## config.mk

```make
export PLATFORM = sky130hd
export DESIGN_NAME = motion_cmd_bus_master
export DESIGN_NICKNAME = d
export VERILOG_FILES = /design/src/rtl/motion_bus_pkg.sv /design/src/rtl/motion_prm_shadow.sv /design/src/rtl/motion_cmd_bus_master.sv
export SDC_FILE = /design/constraint.sdc
export NUM_CORES = 1
export LEC_CHECK = 0
export CAP_MARGIN = 0
export CORE_MARGIN = 2
export CORE_UTILIZATION = 38
export DETAILED_ROUTE_END_ITERATION = 10
export PLACE_DENSITY_LB_ADDON = 0.3
export SYNTH_ARGS = -nofsm -noshare
export SYNTH_HDL_FRONTEND = slang
export SYNTH_SLANG_ARGS = --single-unit
```

## constraint.sdc

```tcl
create_clock -name clk -period 3.3 [get_ports clk]
set_input_delay 0.66 -clock clk [delete_from_list [all_inputs] [get_ports clk]]
set_output_delay 0.66 -clock clk [all_outputs]
set_load 0.005 [all_outputs]
```

## src/rtl/motion_bus_pkg.sv

```systemverilog
// motion_bus_pkg: shared constants, FSM encoding and index search for the motion bus master
package motion_bus_pkg;
    localparam int NUM_PRM = 9;
    localparam logic [3:0] IDX_SS      = 4'd0;
    localparam logic [3:0] IDX_RV1     = 4'd1;
    localparam logic [3:0] IDX_RV2     = 4'd2;
    localparam logic [3:0] IDX_RH1     = 4'd3;
    localparam logic [3:0] IDX_RH2     = 4'd4;
    localparam logic [3:0] IDX_THETA_M = 4'd5;
    localparam logic [3:0] IDX_THETA_A = 4'd6;
    localparam logic [3:0] IDX_PHI_M   = 4'd7;
    localparam logic [3:0] IDX_PHI_A   = 4'd8;
    localparam logic [7:0] STATUS_ADDR_DEF = 8'h12;
    typedef enum logic [2:0] {IDLE, SETUP, STROBE, RELEASE, RD_SETUP, RD_WAIT, DONE} state_t;
    function automatic logic [4:0] lowest_set(input logic [NUM_PRM-1:0] m);
        lowest_set = '0;
        for (int i = NUM_PRM - 1; i >= 0; i--)
            if (m[i]) lowest_set = {1'b1, 4'(i)};
    endfunction
endpackage

```

## src/rtl/motion_prm_shadow.sv

```systemverilog
// motion_prm_shadow: nine-entry parameter shadow with busy/range write rejection
module motion_prm_shadow
    import motion_bus_pkg::*;
(
    input  logic        clk,
    input  logic        rst,
    input  logic        we,
    input  logic [3:0]  idx,
    input  logic [15:0] wdata,
    input  logic        busy,
    input  logic [3:0]  rd_idx,
    output logic [15:0] rd_data,
    output logic        err
);
    logic [15:0] regs [NUM_PRM];
    logic        ok;
    assign ok = idx <= IDX_PHI_A;
    assign rd_data = rd_idx <= IDX_PHI_A ? regs[rd_idx] : '0;
    always_ff @(posedge clk) begin
        if (rst) begin
            for (int i = 0; i < NUM_PRM; i++) regs[i] <= '0;
            err <= 1'b0;
        end else begin
            err <= we && (busy || !ok);
            if (we && !busy && ok) regs[idx] <= wdata;
        end
    end
endmodule

```

## src/rtl/motion_cmd_bus_master.sv

```systemverilog
// motion_cmd_bus_master: writes masked shadow parameters to the peripheral, then reads status
module motion_cmd_bus_master
    import motion_bus_pkg::*;
#(
    parameter logic [7:0] REG_BASE    = 8'h00,
    parameter logic [7:0] STATUS_ADDR = STATUS_ADDR_DEF,
    parameter int         WR_HOLD     = 2,
    parameter int         RD_LAT      = 2
) (
    input  logic          clk,
    input  logic          rst,
    input  logic          prm_we,
    input  logic [3:0]    prm_idx,
    input  logic [15:0]   prm_data,
    input  logic [8:0]    upd_mask,
    input  logic          start,
    output logic          busy,
    output logic          done,
    output logic          prm_err,
    output logic [15:0]   status,
    output logic          cs,
    output logic [7:0]    addr,
    output logic          rd,
    output logic          wr,
    output logic [15:0]   d_out,
    input  logic [15:0]   d_in
);
    state_t             state, state_n;
    logic [NUM_PRM-1:0] rem, rem_n, sel;
    logic [7:0]         cnt, cnt_n, addr_n;
    logic [15:0]        d_out_n, status_n, shadow_q;
    logic               cs_n, rd_n, wr_n, busy_n, done_n, found, advance;
    logic [3:0]         k;

    motion_prm_shadow u_shadow (
        .clk     (clk),
        .rst     (rst),
        .we      (prm_we),
        .idx     (prm_idx),
        .wdata   (prm_data),
        .busy    (busy),
        .rd_idx  (k),
        .rd_data (shadow_q),
        .err     (prm_err)
    );

    // The search runs on the fresh mask at start and on the remaining mask after each slot
    assign sel = state == IDLE ? upd_mask : rem;
    assign {found, k} = lowest_set(sel);
    assign advance = (state == IDLE && start) || state == RELEASE;

    always_comb begin
        state_n  = state;
        rem_n    = rem;
        cnt_n    = cnt;
        cs_n     = cs;
        addr_n   = addr;
        d_out_n  = d_out;
        rd_n     = 1'b0;
        wr_n     = 1'b0;
        busy_n   = busy;
        done_n   = 1'b0;
        status_n = status;
        unique case (state)
            SETUP: begin
                state_n = STROBE;
                wr_n    = 1'b1;
                cnt_n   = 8'(WR_HOLD - 1);
            end
            STROBE: begin
                state_n = cnt == '0 ? RELEASE : STROBE;
                wr_n    = cnt != '0;
                cnt_n   = cnt - 8'd1;
            end
            RD_SETUP: begin
                state_n = RD_WAIT;
                rd_n    = 1'b1;
                cnt_n   = 8'(RD_LAT - 1);
            end
            RD_WAIT: begin
                state_n  = cnt == '0 ? DONE : RD_WAIT;
                rd_n     = cnt != '0;
                cs_n     = cnt != '0;
                done_n   = cnt == '0;
                status_n = cnt == '0 ? d_in : status;
                cnt_n    = cnt - 8'd1;
            end
            DONE: begin
                state_n = IDLE;
                busy_n  = 1'b0;
            end
            default: ;
        endcase
        if (advance) begin
            state_n = found ? SETUP : RD_SETUP;
            rem_n   = sel & ~(9'd1 << k);
            cs_n    = 1'b1;
            busy_n  = 1'b1;
            addr_n  = found ? REG_BASE + {3'b000, k, 1'b0} : STATUS_ADDR;
            d_out_n = found ? shadow_q : d_out;
        end
    end

    always_ff @(posedge clk) begin
        if (rst) begin
            state  <= IDLE;
            rem    <= '0;
            cnt    <= '0;
            cs     <= 1'b0;
            addr   <= '0;
            d_out  <= '0;
            rd     <= 1'b0;
            wr     <= 1'b0;
            busy   <= 1'b0;
            done   <= 1'b0;
            status <= '0;
        end else begin
            state  <= state_n;
            rem    <= rem_n;
            cnt    <= cnt_n;
            cs     <= cs_n;
            addr   <= addr_n;
            d_out  <= d_out_n;
            rd     <= rd_n;
            wr     <= wr_n;
            busy   <= busy_n;
            done   <= done_n;
            status <= status_n;
        end
    end
endmodule

```

[Yosys cells after proc, flatten, opt, wreduce, memory -nomap -nowiden]
Memories as Yosys holds them, arrays and structs flattened. A register that Yosys moved wholly into a read port is not among the register bits.
Index checks and enable logic that the tools add are counted.
Widths: inputs -> output; s select.
Cells by class
  eq/ne operators: 6
  magnitude comparators: 1
  bitwise operators: 3
  reduce and logical (&&, ||, !) cells: 21
  add/subtract/negate cells: 1
  shift operators: 1
  multiplexer cells: 31
Operators by type and width (number)
  $mux 5: 10
  $mux 16: 1
  $pmux 8 s2: 1
  $reduce_or 16->1: 1
  $pmux 3 s5: 1
  $mux 1: 11
  $and 9x9->9: 1
  $eq 3x3->1 const B: 3
  $mux 9: 1
  $not 9->9: 1
  $shl 1x4->9 const A: 1
  $logic_not 8->1: 1
  $reduce_bool 8->1: 1
  $sub 8x1->8 const B: 1
  $eq 3x2->1 const B: 2
  $mux 3: 2
  $reduce_bool 2->1: 3
  $reduce_bool 6->1: 1
  $reduce_or 2->1: 3
  $le 4x4->1 const B: 1
  $logic_and 1x1->1: 4
  $mux 4: 1
  $pmux 1 s2: 2
  $reduce_and 2->1: 2
  other kinds (6): 8
Word-level totals
  bits in registers: 50
  memory bits (writable): 144
  output and inout port bits: 46
  logic and storage cells: 76
  memories kept: 1
Memory list
  u_shadow.regs: depth 9, bits a word 16, read ports 1, clocked after Yosys merged registers in 1, wr ports 9, line motion_prm_shadow.sv:15  | logic [15:0] regs [NUM_PRM];

[Depth between registers and ports, before layout]
Gate-level depths: netlist of the first run.
  depth in word-level cells: 14
  gate-level depth with buffers: 9
  depth with buffers taken out: 7

[Cells and area by module]
Synthesis of the first run repeated with hierarchy kept, for this count alone.
Unflattened totals
  cell total of the unflattened synthesis: 844
  area, all modules: 9402.8 µm²
Modules (own cells, without submodules)
  motion_prm_shadow: cells an instance 496, seq. area each 4344.2 µm², instances 1, area an instance 6563.8 µm²
  motion_cmd_bus_master: cells an instance 348, seq. area each 1221.2 µm², instances 1, area an instance 2839.0 µm²

[Worst setup path after synthesis of the first run]
Ideal clock, no wire load.
  kind: input-to-reg
  start point: input port rst
  end point: memory u_shadow.regs[1][0], enable pin
  data required time: 2889 ps
  library setup time: 411 ps
  cell stages on the path: 6
  path buffers: 1
  slack: 390 ps
  data arrival time: 2499 ps
  path through: clkbuf_1 inv_1 nand2_1 nor3_1 nand2b_1 o21ai_0
RTL lines
  start: declaration: line motion_cmd_bus_master.sv:11  | input logic rst,
  end: declaration: line motion_prm_shadow.sv:15

[Worst setup path after layout of the first run]
  start point: input port upd_mask[2]
  end point: register rem[6]
Between the ends
  cells in the longest elaborated chain, start to end: 7
RTL lines
  start: declaration: line motion_cmd_bus_master.sv:15  | input logic [8:0] upd_mask,
  $mux 9: line motion_cmd_bus_master.sv:48  | assign sel = state == IDLE ? upd_mask : rem;
  $mux 5 (3 in series): line motion_bus_pkg.sv:18  | if (m[i]) lowest_set = {1'b1, 4'(i)};
  $shl 1x4->9: line motion_cmd_bus_master.sv:96  | rem_n = sel & ~(9'd1 << k);
  $not 9->9: line motion_cmd_bus_master.sv:96
  $and 9x9->9: line motion_cmd_bus_master.sv:96
  end signal: assignment: line motion_cmd_bus_master.sv:119  | rem <= rem_n;
  end: declaration: line motion_cmd_bus_master.sv:29  | logic [NUM_PRM-1:0] rem, rem_n, sel;
No other way between the ends.
A chain may end at the register's enable or synchronous reset.

==> results of run 1 <==
[stage by stage]
stage               cells  instance area (um^2)
floorplan             804                  9350
global placement     1232                 10900
detailed placement   1232                 10900
CTS                  1274                 11700
global route         1274                 11700
finish               1274                 11700
[layer usage]
layer | track usage | vias to the layer above | routed length (um)
met5 | 0 | - | 0
met4 | 0.0763 | 0 | 927
met3 | 0.0338 | 55 | 1960
met2 | 0.306 | 283 | 11500
met1 | 0.284 | 3373 | 11700
li1 | - | 3241 | -
[how the worst max path moves through the flow]
stage / end / slack, ns
2_1_floorplan: u_shadow.regs[1][0] / 0.39
3_3_place_gp: rem[6] / -0.06
3_5_place_dp: d_out[0] / 0.07
4_1_cts: rem[6] / 0.54
5_1_grt: d_out[15] / 0.33
6_report: rem[6] / 0.48
[critical path, cell delays in order]
cell and delay (ns):
sky130_fd_sc_hd__clkdlybuf4s50_1 0.42, sky130_fd_sc_hd__nor4_1 0.31, sky130_fd_sc_hd__buf_4 0.18, sky130_fd_sc_hd__and3_1 0.20
sky130_fd_sc_hd__nor2_1 0.09, sky130_fd_sc_hd__nor2_2 0.73, sky130_fd_sc_hd__buf_4 0.29, sky130_fd_sc_hd__nand2_1 0.08
sky130_fd_sc_hd__a41o_1 0.25
[cell families after synthesis]
group | after synthesis | synth area share
adder cells (fa/ha/maj) | 2 | 0.00268
flip-flops | 206 | 0.596
AO/OA/AOI/OAI | 192 | 0.148
AND/OR/NAND/NOR | 304 | 0.179
other | 1 | 0.000401
multiplexers | 34 | 0.0422
buffers and inverters | 62 | 0.0315
[cell usage after synthesis, types with 2 or more instances]
master,n
sky130_fd_sc_hd__mux2_1,4
sky130_fd_sc_hd__o211ai_2,2
sky130_fd_sc_hd__nor2_1,47
sky130_fd_sc_hd__a221o_1,6
sky130_fd_sc_hd__a31oi_1,4
sky130_fd_sc_hd__buf_6,4
sky130_fd_sc_hd__nor4_1,5
sky130_fd_sc_hd__a22oi_1,10
sky130_fd_sc_hd__a21o_1,9
sky130_fd_sc_hd__o31ai_1,4
sky130_fd_sc_hd__buf_2,10
sky130_fd_sc_hd__buf_4,5
sky130_fd_sc_hd__or2_2,3
sky130_fd_sc_hd__clkbuf_1,32
sky130_fd_sc_hd__a211oi_1,2
sky130_fd_sc_hd__o221a_1,2
sky130_fd_sc_hd__and3_1,5
sky130_fd_sc_hd__ha_1,2
sky130_fd_sc_hd__dfxtp_1,62
sky130_fd_sc_hd__nand4_1,6
sky130_fd_sc_hd__nor4b_1,2
sky130_fd_sc_hd__nand2b_1,6
sky130_fd_sc_hd__a221oi_1,13
sky130_fd_sc_hd__nand2_1,56
sky130_fd_sc_hd__a2bb2oi_1,4
sky130_fd_sc_hd__o21ai_1,4
sky130_fd_sc_hd__mux2_2,29
sky130_fd_sc_hd__a311oi_1,12
sky130_fd_sc_hd__a32oi_1,13
sky130_fd_sc_hd__and2_1,148
sky130_fd_sc_hd__o221a_2,5
sky130_fd_sc_hd__o21ai_0,33
sky130_fd_sc_hd__a222oi_1,6
sky130_fd_sc_hd__a22o_1,4
sky130_fd_sc_hd__nand3_1,7
sky130_fd_sc_hd__inv_1,11
sky130_fd_sc_hd__or4_4,2
sky130_fd_sc_hd__a21oi_1,45
sky130_fd_sc_hd__nor3_1,7
sky130_fd_sc_hd__o31a_1,2
sky130_fd_sc_hd__edfxtp_1,144
[layout make-up]
type,instances,area [um^2]
clock buffers,32,681
clock inverters,10,88.8
fillers,2190,12500
inverters,11,41.3
multi-input cells,536,3500
flip-flops and latches,206,5570
well taps,324,405
repair buffers,155,1430
[sequential cells by signal (all words and copies together), names as in the netlist]
| register | cells |
|---|---|
| wr | 1 |
| rem | 9 |
| addr | 4 |
| cs | 1 |
| status | 16 |
| u_shadow.err | 1 |
| rd | 1 |
| state | 3 |
| d_out | 16 |
| done | 1 |
| busy | 1 |
| u_shadow.regs | 144 |
| cnt | 8 |
[power groups by stage]
stage	registers, mW	clock network [mW]	logic (mW)
floorplan	3.28	0	1.98
global placement	3.35	0	3.33
detailed placement	3.35	0	3.35
CTS	3.30	2.62	3.38
global route	3.34	2.72	3.65
finish	3.30	2.58	3.40
==> metrics.json, run 1 <==
{
  "fmax_mhz": 354,
  "clock_tree_from_tritoncts": "built",
  "worstSetupStartpointType": "input port",
  "fp-row-count": 57,
  "hpwlAfterDp_um": 17000,
  "sequentialPowerShare": 0.356,
  "reg2reg_depth": 8,
  "synth_area_leaders": "sky130_fd_sc_hd__edfxtp_1, sky130_fd_sc_hd__dfxtp_1, sky130_fd_sc_hd__and2_1",
  "worstPathRequired_ns": 3.70,
  "die_h_um": 161,
  "switching_share": 0.344,
  "r2r_end": "rem[6]",
  "routed_wire_length_per_instance_um": 20.5,
  "critical_path_class": "in -> reg",
  "leading_cell_types_in_the_layout_fill_and_taps_excluded": "sky130_fd_sc_hd__and2_1, sky130_fd_sc_hd__edfxtp_1, sky130_fd_sc_hd__clkdlybuf4s50_1",
  "period_share": 0.855,
  "drt-total-wl_um": 26100,
  "syn_area_mm2": 0.00934,
  "place_congestion": 0.850,
  "cp_max_fo": 14,
  "postLayoutSetupSlackWorst_ns": 0.479,
  "synth_top_cell_by_area": "sky130_fd_sc_hd__edfxtp_1",
  "core_mm2": 0.0242,
  "synth_largest_type_area_fraction": 0.463,
  "min_from": "status[11]",
  "global_route.overflow_total": 0,
  "postLayoutCoreUtil": 0.483,
  "fin_hold_ws_ns": 0.448,
  "power.combinational.fraction": 0.367,
  "p_clk_frac": 0.278,
  "setup.worst_path.start": "upd_mask[2]",
  "final-setup-viol-count": 0,
  "ctsRootBufferMaster": "sky130_fd_sc_hd__clkbuf_16",
  "worst_hold_path.num_cells": 2,
  "buffer_ports.inserted": 90,
  "synth_sequential_area_ratio": 0.596,
  "yosys_most_used_dff": "sky130_fd_sc_hd__edfxtp_1",
  "num_vias": 6952,
  "synthArstFlopShare": 0,
  "actual_transition_at_the_worst_max_transition_pin_ns": 0.905,
  "p_per_area_mw_per_mm2": 792,
  "r2r-start": "rem[1]",
  "post_cts_buffers": 0,
  "power_switching_mw": 3.19,
  "grt_pass1_vias": 6714,
  "finalNetCount": 984,
  "starting_density_of_the_core": 0.385,
  "synth-edff-count": 144,
  "drt_pass1_iterations": 5,
  "synth_seq_cells": 206,
  "timing.clock.skew_ns": 0.0113,
  "cts.clk_slew.worst_paths_ns": 0.06,
  "clock_sinks": 206,
  "final.setup.tns_ns": 0,
  "yosys_warnings": 0,
  "cap_violations": 0,
  "ctsHtreeMaxLevel": 1,
  "die_w_um": 161,
  "groute.usage.overall": 0.200,
  "finalWorstPathRequiredPeriod_ns": 2.82,
  "routed_via_density": 5.46,
  "final_antenna_net_count": 0,
  "detail_route.drc_violations": 0,
  "syn-instance-count": 801,
  "slew_headroom": 0.396,
  "run_status": "finished, final reports clean",
  "cts.repair.resized": 0,
  "cts_made_buffers": 23,
  "worst_hold_path.endpoint": "status[11]",
  "synth_cell_type_count": 65,
  "arrival_time_of_data_at_the_critical_path_endpoint_ns": 3.22,
  "max_slew_violation_total_from_the_final_report": 0,
  "dp_slack_ns": 0.0719,
  "ios": 95,
  "design_power_total_mw": 9.28,
  "synth.avg_cell_area_um2": 11.7,
  "diodes": 0,
  "proportion_of_layout_cells_with_a_drive_suffix_above_1": 0.165,
  "number_of_antenna_violations_at_the_first_check_in_global_routing": 0,
  "grt_max_degree": 53,
  "setup_slack_on_the_worst_flop_to_flop_path_ns": 0.54,
  "clockBufferDepth": 3,
  "grt_setup_unrepaired": "false",
  "hold_class": "reg -> reg",
  "total_leakage_power_nw": 4.33,
  "synth_to_final_area_change_pct": 25.4,
  "cts.hold.buffers_added": 0,
  "power.ir.vdd_worst_v": 0.000439,
  "total_die_area_mm2": 0.0259,
  "iteration_0_drc_count_of_the_detailed_router": 635,
  "clock_latency_ns": 0.52,
  "layout.cells.most_common": "sky130_fd_sc_hd__and2_1",
  "global_route_wire_length_before_repair_um": 39800,
  "power.internal_mw": 6.09,
  "hold_viol_final": 0,
  "setup.worst_path.end_class": "flip-flop"
}
Power figures use the tool's default switching activity.
==> inputs of run 2 (changes only) <==
MAX_ROUTING_LAYER = met4   (was not set)
SLEW_MARGIN = 20   (was not set)
==> run 2 against run 1 <==
Flip-flop and latch count unchanged. Utilization unchanged. Via count about the same. Register-to-register slack about the same. Clock skew decreased by 0.00057 ns. First-iteration DRC count decreased by 2.0%. Critical path type unchanged. Largest cell class unchanged.
==> metrics.json, run 2 (synthesis results as in run 1) <==
{
  "grt_setup_unrepaired": "false",
  "fmax": {"value": 354, "unit": "MHz", "change": "-0.16%"},
  "global_route_wire_length_before_repair": {"value": 39700, "unit": "um", "change": "about the same"},
  "cts.clk_slew.worst_paths": {"value": 0.06, "unit": "ns", "change": "about the same"},
  "clockBufferDepth": {"value": 3, "change": "unchanged"},
  "grt_pass1_vias": {"value": 6708, "change": "-0.089%"},
  "clock_sinks": {"value": 206, "change": "unchanged"},
  "setup.worst_path.start": "upd_mask[2]",
  "arrival_time_of_data_at_the_critical_path_endpoint": {"value": 3.22, "unit": "ns", "change": "about the same"},
  "worst_hold_path.endpoint": "status[11]",
  "reg2reg_depth": {"value": 8, "change": "unchanged"},
  "met3RoutedLength": {"value": 2000, "unit": "um", "change": "+2.0%"},
  "iteration_0_drc_count_of_the_detailed_router": {"value": 622, "change": "-2.0%"},
  "multi_input_gate_area_in_the_final_layout": {"value": 0.00350, "unit": "mm^2", "change": "unchanged"},
  "finalWorstPathRequiredPeriod": {"value": 2.83, "unit": "ns", "change": "+0.00456 ns"},
  "leading_cell_types_in_the_layout_fill_and_taps_excluded": "sky130_fd_sc_hd__and2_1, sky130_fd_sc_hd__edfxtp_1, sky130_fd_sc_hd__clkdlybuf4s50_1",
  "grt_max_degree": {"value": 53, "change": "unchanged"},
  "r2r_end": "rem[6]",
  "largest_register_ffs": {"value": 144, "change": "unchanged"},
  "min_from": "status[11]",
  "die_w": {"value": 161, "unit": "um", "change": "unchanged"},
  "setup_slack_on_the_worst_flop_to_flop_path": {"value": 0.53, "unit": "ns", "change": "about the same"},
  "drt-total-wl": {"value": 26100, "unit": "um", "change": "-0.24%"},
  "ios": {"value": 95, "change": "unchanged"},
  "fin_area": {"value": 0.0117, "unit": "mm^2", "change": "unchanged"},
  "p_per_area": {"value": 792, "unit": "mW/mm^2", "change": "about the same"},
  "num_vias": {"value": 6946, "change": "-0.086%"},
  "ctsHtreeMaxLevel": {"value": 1, "change": "unchanged"},
  "drt_pass1_iterations": {"value": 5, "change": "unchanged"},
  "finalNetCount": {"value": 984, "change": "unchanged"},
  "worstPathRequired": {"value": 3.70, "unit": "ns", "change": "about the same"},
  "clock_tree_from_tritoncts": "built",
  "hpwlAfterDp": {"value": 17000, "unit": "um", "change": "unchanged"},
  "design_power_total": {"value": 9.28, "unit": "mW", "change": "about the same"},
  "die_h": {"value": 161, "unit": "um", "change": "unchanged"},
  "postLayoutCoreUtil": {"value": 0.483, "change": "unchanged"},
  "timing.clock.skew": {"value": 0.0107, "unit": "ns", "change": "-0.000573 ns"},
  "routed_wire_length_per_instance": {"value": 20.5, "unit": "um", "change": "-0.24%"},
  "max_slew_violation_total_from_the_final_report": {"value": 0, "change": "unchanged"},
  "cp_max_fo": {"value": 14, "change": "unchanged"},
  "proportion_of_layout_cells_with_a_drive_suffix_above_1": {"value": 0.165, "change": "unchanged"},
  "ctsRootBufferMaster": "sky130_fd_sc_hd__clkbuf_16",
  "global_route.overflow_total": {"value": 0, "change": "unchanged"},
  "number_of_antenna_violations_at_the_first_check_in_global_routing": {"value": 0, "change": "unchanged"},
  "slew_headroom": {"value": 0.397, "change": "+0.000503"},
  "r2r-start": "rem[1]",
  "final-setup-viol-count": {"value": 0, "change": "unchanged"},
  "setup.worst_path.end_class": "flip-flop",
  "route.met2.wl": {"value": 11500, "unit": "um", "change": "about the same"},
  "actual_transition_at_the_worst_max_transition_pin": {"value": 0.904, "unit": "ns", "change": "-0.000753 ns"},
  "final.setup.tns": {"value": 0, "unit": "ns", "change": "unchanged"},
  "cts.repair.resized": {"value": 0, "change": "unchanged"},
  "synth_to_final_area_change": {"value": 25.4, "unit": "%", "change": "unchanged"},
  "diodes": {"value": 0, "change": "unchanged"},
  "critical_path_class": "in -> reg",
  "biggest_regs": "u_shadow.regs: 144 flops, d_out: 16 flops, status: 16 flops",
  "worst_hold_path.num_cells": {"value": 2, "change": "unchanged"},
  "worstSetupStartpointType": "input port",
  "cts_made_buffers": {"value": 23, "change": "unchanged"},
  "groute.usage.overall": {"value": 0.206, "change": "+0.00593"},
  "dr.max_layer_used": "met4",
  "place_congestion": {"value": 0.864, "change": "+1.6%"},
  "period_share": {"value": 0.856, "change": "+0.00138"},
  "layout.cells.most_common": "sky130_fd_sc_hd__and2_1",
  "detailed_place.area": {"value": 0.0109, "unit": "mm^2", "change": "unchanged"},
  "cts.hold.buffers_added": {"value": 0, "change": "unchanged"},
  "routed_via_density": {"value": 5.45, "change": "about the same"},
  "starting_density_of_the_core": {"value": 0.385, "change": "unchanged"},
  "max_flop_register": "u_shadow.regs",
  "fin_hold_ws": {"value": 0.448, "unit": "ns", "change": "-0.000168 ns"},
  "buffer_ports.inserted": {"value": 90, "change": "unchanged"},
  "final-seq-area": {"value": 0.00557, "unit": "mm^2", "change": "unchanged"},
  "fp-row-count": {"value": 57, "change": "unchanged"},
  "power.ir.vdd_worst": {"value": 0.000438, "unit": "V", "change": "-0.14%"},
  "total_die_area": {"value": 0.0259, "unit": "mm^2", "change": "unchanged"},
  "cap_violations": {"value": 0, "change": "unchanged"},
  "run_status": "finished, final reports clean",
  "post_cts_buffers": {"value": 0, "change": "unchanged"},
  "fillerInstances": {"value": 2190, "change": "unchanged"},
  "final_antenna_net_count": {"value": 0, "change": "unchanged"},
  "hold_viol_final": {"value": 0, "change": "unchanged"},
  "clock_latency": {"value": 0.51, "unit": "ns", "change": "about the same"},
  "detail_route.drc_violations": {"value": 0, "change": "unchanged"},
  "core": {"value": 0.0242, "unit": "mm^2", "change": "unchanged"},
  "routedLengthMet1": {"value": 11600, "unit": "um", "change": "-1.3%"},
  "total_leakage_power": {"value": 4.33, "unit": "nW", "change": "unchanged"},
  "hold_class": "reg -> reg"
}
==> run 2: cell counts in the layout (fill, tap and decap cells not counted) <==
Identical to the previous run, type by type.
==> run 2: worst max-delay path by stage <==
stage                          end  slack (ns)  cells past startpoint
3_5_place_dp              d_out[0]        0.07                      9
3_3_place_gp                rem[6]       -0.06                      9
5_1_grt                  d_out[15]        0.33                      7
4_1_cts                     rem[6]        0.54                      9
2_1_floorplan  u_shadow.regs[1][0]        0.39                      6
6_report                    rem[6]        0.47                      9
==> run 2: power by group <==
part	internal, mW	switching (mW)	leakage, nW
clock	1.53	1.05	0.387
sequential	3.06	0.241	1.99
combinational	1.50	1.90	1.95
==> run 2: worst max-delay path, cell delays in order <==
cell and delay [ns]:
sky130_fd_sc_hd__clkdlybuf4s50_1 0.42, sky130_fd_sc_hd__nor4_1 0.31, sky130_fd_sc_hd__buf_4 0.18, sky130_fd_sc_hd__and3_1 0.20
sky130_fd_sc_hd__nor2_1 0.09, sky130_fd_sc_hd__nor2_2 0.72, sky130_fd_sc_hd__buf_4 0.29, sky130_fd_sc_hd__nand2_1 0.08
sky130_fd_sc_hd__a41o_1 0.25
==> run 2: through the flow <==
step                      setup WS, ns  instances
after floorplan                  0.390        804
after global placement         -0.0573       1232
after detailed placement        0.0719       1232
after CTS                        0.540       1274
after global routing             0.327       1274
final                            0.474       1274
==> run 2: layer usage <==
layer,track usage,vias to the layer above
met2,0.307,287
met1,0.283,3359
met3,0.0333,61
met5,-,-
li1,-,3239
met4,0.0763,0
==> run 2: final cells by class <==
type	count	share of cell area
Sequential cell	206	0.475
Multi-Input combinational cell	536	0.299
Timing Repair Buffer	155	0.122
Clock buffer	32	0.0581
Tap cell	324	0.0346
Clock inverter	10	0.00758
Inverter	11	0.00352
==> inputs of run 3 (changes only) <==
==> constraint.sdc (replaced) <==
create_clock -name clk -period 3.3 [get_ports clk]
set_input_delay 0.99 -clock clk [delete_from_list [all_inputs] [get_ports clk]]
set_output_delay 0.99 -clock clk [all_outputs]
set_load 0.005 [all_outputs]
==> run 3 against run 2 <==
Combinational power rose by 5%. Utilization rose by 0.70 points. Die area did not move. Wire length fell by 2.1%. Worst hold slack improved by 0.00068 ns. Setup slack got worse by 0.20 ns. Sequential power barely moved. Clock power fell by 4%. Largest power group unchanged. Global-route usage fell by 0.48 points.
==> metrics.json, run 3 (synthesis results as in run 1) <==
{
  "leading_cell_types_in_the_layout_fill_and_taps_excluded": "sky130_fd_sc_hd__and2_1, sky130_fd_sc_hd__edfxtp_1, sky130_fd_sc_hd__clkdlybuf4s50_1",
  "buffer_ports.inserted": {"value": 90, "change": "unchanged"},
  "drt_pass1_iterations": {"value": 5, "change": "unchanged"},
  "fillerInstances": {"value": 2195, "change": "+0.23%"},
  "worstPathRequired": {"value": 3.67, "unit": "ns", "change": "-0.03 ns"},
  "biggest_regs": "u_shadow.regs: 144 flops, d_out: 16 flops, status: 16 flops",
  "clock_tree_from_tritoncts": "built",
  "groute.usage.overall": {"value": 0.201, "change": "-0.00480"},
  "max_slew_violation_total_from_the_final_report": {"value": 0, "change": "unchanged"},
  "clock_sinks": {"value": 206, "change": "unchanged"},
  "fin_area": {"value": 0.0119, "unit": "mm^2", "change": "+1.4%"},
  "setup.worst_path.end_class": "flip-flop",
  "core": {"value": 0.0242, "unit": "mm^2", "change": "unchanged"},
  "slew_headroom": {"value": 0.507, "change": "+0.111"},
  "cts.clk_slew.worst_paths": {"value": 0.06, "unit": "ns", "change": "about the same"},
  "detailed_place.area": {"value": 0.0112, "unit": "mm^2", "change": "+1.9%"},
  "ctsHtreeMaxLevel": {"value": 1, "change": "unchanged"},
  "cts.repair.resized": {"value": 0, "change": "unchanged"},
  "global_route.overflow_total": {"value": 0, "change": "unchanged"},
  "cp_max_fo": {"value": 8, "change": "-6"},
  "cts.hold.buffers_added": {"value": 0, "change": "unchanged"},
  "post_cts_buffers": {"value": 0, "change": "unchanged"},
  "starting_density_of_the_core": {"value": 0.385, "change": "unchanged"},
  "period_share": {"value": 0.916, "change": "+0.0596"},
  "finalWorstPathRequiredPeriod": {"value": 3.02, "unit": "ns", "change": "+0.197 ns"},
  "num_vias": {"value": 6919, "change": "-0.39%"},
  "hold_class": "reg -> reg",
  "arrival_time_of_data_at_the_critical_path_endpoint": {"value": 3.40, "unit": "ns", "change": "+0.18 ns"},
  "cts_made_buffers": {"value": 23, "change": "unchanged"},
  "number_of_antenna_violations_at_the_first_check_in_global_routing": {"value": 0, "change": "unchanged"},
  "clockBufferDepth": {"value": 3, "change": "unchanged"},
  "clock_latency": {"value": 0.53, "unit": "ns", "change": "+0.02 ns"},
  "power.ir.vdd_worst": {"value": 0.000450, "unit": "V", "change": "+2.8%"},
  "grt_max_degree": {"value": 53, "change": "unchanged"},
  "synth_to_final_area_change_pct": 27.2,
  "fin_hold_ws": {"value": 0.448, "unit": "ns", "change": "+0.000676 ns"},
  "postLayoutSetupSlackWorst": {"value": 0.277, "unit": "ns", "change": "-0.197 ns"},
  "global_route_wire_length_before_repair": {"value": 39200, "unit": "um", "change": "-1.4%"},
  "actual_transition_at_the_worst_max_transition_pin": {"value": 0.732, "unit": "ns", "change": "-0.172 ns"},
  "worstSetupStartpointType": "input port",
  "grt_setup_unrepaired": "false",
  "diodes": {"value": 0, "change": "unchanged"},
  "iteration_0_drc_count_of_the_detailed_router": {"value": 565, "change": "-9.2%"},
  "final.setup.tns": {"value": 0, "unit": "ns", "change": "unchanged"},
  "detail_route.drc_violations": {"value": 0, "change": "unchanged"},
  "fmax": {"value": 331, "unit": "MHz", "change": "-6.5%"},
  "hpwlAfterDp": {"value": 17100, "unit": "um", "change": "+1.1%"},
  "total_leakage_power": {"value": 4.42, "unit": "nW", "change": "+2.0%"},
  "dp_slack": {"value": -0.218, "unit": "ns", "change": "-0.290 ns"},
  "ctsRootBufferMaster": "sky130_fd_sc_hd__clkbuf_16",
  "ios": {"value": 95, "change": "unchanged"},
  "p_per_area": {"value": 785, "unit": "mW/mm^2", "change": "-0.78%"},
  "hold_viol_final": {"value": 0, "change": "unchanged"},
  "run_status": "finished, final reports clean",
  "finalNetCount": {"value": 1004, "change": "+2.0%"},
  "timing.clock.skew": {"value": 0.0139, "unit": "ns", "change": "+0.00318 ns"},
  "critical_path_class": "in -> reg",
  "grt_pass1_vias": {"value": 6716, "change": "+0.12%"},
  "die_w": {"value": 161, "unit": "um", "change": "unchanged"},
  "total_die_area": {"value": 0.0259, "unit": "mm^2", "change": "unchanged"},
  "place_congestion": {"value": 0.887, "change": "+2.7%"},
  "drt-total-wl": {"value": 25500, "unit": "um", "change": "-2.1%"},
  "max_flop_register": "u_shadow.regs",
  "final-setup-viol-count": {"value": 0, "change": "unchanged"},
  "layout.cells.most_common": "sky130_fd_sc_hd__and2_1",
  "fp-row-count": {"value": 57, "change": "unchanged"},
  "routed_via_density": {"value": 5.35, "change": "-1.9%"},
  "cap_violations": {"value": 0, "change": "unchanged"},
  "routed_wire_length_per_instance": {"value": 19.7, "unit": "um", "change": "-3.6%"},
  "proportion_of_layout_cells_with_a_drive_suffix_above_1": {"value": 0.174, "change": "+0.00896"},
  "die_h": {"value": 161, "unit": "um", "change": "unchanged"},
  "largest_register_ffs": {"value": 144, "change": "unchanged"},
  "final_antenna_net_count": {"value": 0, "change": "unchanged"}
}
## run 3: changes by cell type in the layout (fill, tap and decap cells not counted), sizes merged
cell    previous run  this run
bufinv             1         2
clkbuf            32        29
buf               66        86
inv               14        12
clkinv             6        10
## run 3: through the flow
stage	power (mW)	cells	util
2_1_floorplan	5.27	804	-
3_3_place_gp	6.84	1252	0.460
3_5_place_dp	6.85	1252	0.460
4_1_cts	9.36	1294	0.490
5_1_grt	9.77	1294	0.490
6_report	9.34	1294	0.490
## run 3: area by class of cell
class                           count  area (um^2)  area share
Timing Repair Buffer              175         1650       0.139
Multi-Input combinational cell    536         3500       0.295
Inverter                           11         41.3     0.00347
Clock buffer                       29          598      0.0503
Sequential cell                   206         5570       0.468
Clock inverter                     13          128      0.0107
Tap cell                          324          405      0.0341
## run 3: power breakdown
part	switching [mW]	internal [mW]	total, mW
Clock	1.03	1.45	2.48
Combinational	1.94	1.64	3.58
Sequential	0.217	3.06	3.28
Total	3.19	6.15	9.34
## run 3: final timing paths
check	startpoint	end	slack [ns]	depth (start not counted)
worst max register to register	rem[1]	rem[6]	0.57	7
worst min-delay path	status[0]	status[0]	0.45	2
worst max-delay path	upd_mask[5]	d_out[3]	0.28	10
worst min register to register	status[0]	status[0]	0.45	2
## run 3: per-layer routing
metal	share of wire	vias up	wire length [um]	global-route usage
li1	-	3285	-	-
met1	0.46	3334	11800	0.279
met2	0.45	263	11500	0.311
met3	0.070	37	1790	0.0341
met4	0.019	0	489	0.0450
met5	0	-	0	-
## run 3: worst max-delay path: stages
cell	delay, ns
sky130_fd_sc_hd__clkdlybuf4s50_1	0.43
sky130_fd_sc_hd__or4_4	0.59
sky130_fd_sc_hd__and3_1	0.21
sky130_fd_sc_hd__buf_4	0.16
sky130_fd_sc_hd__nor2_1	0.19
sky130_fd_sc_hd__nor2_2	0.09
sky130_fd_sc_hd__buf_12	0.16
sky130_fd_sc_hd__a221oi_1	0.33
sky130_fd_sc_hd__buf_4	0.17
sky130_fd_sc_hd__a311oi_1	0.08
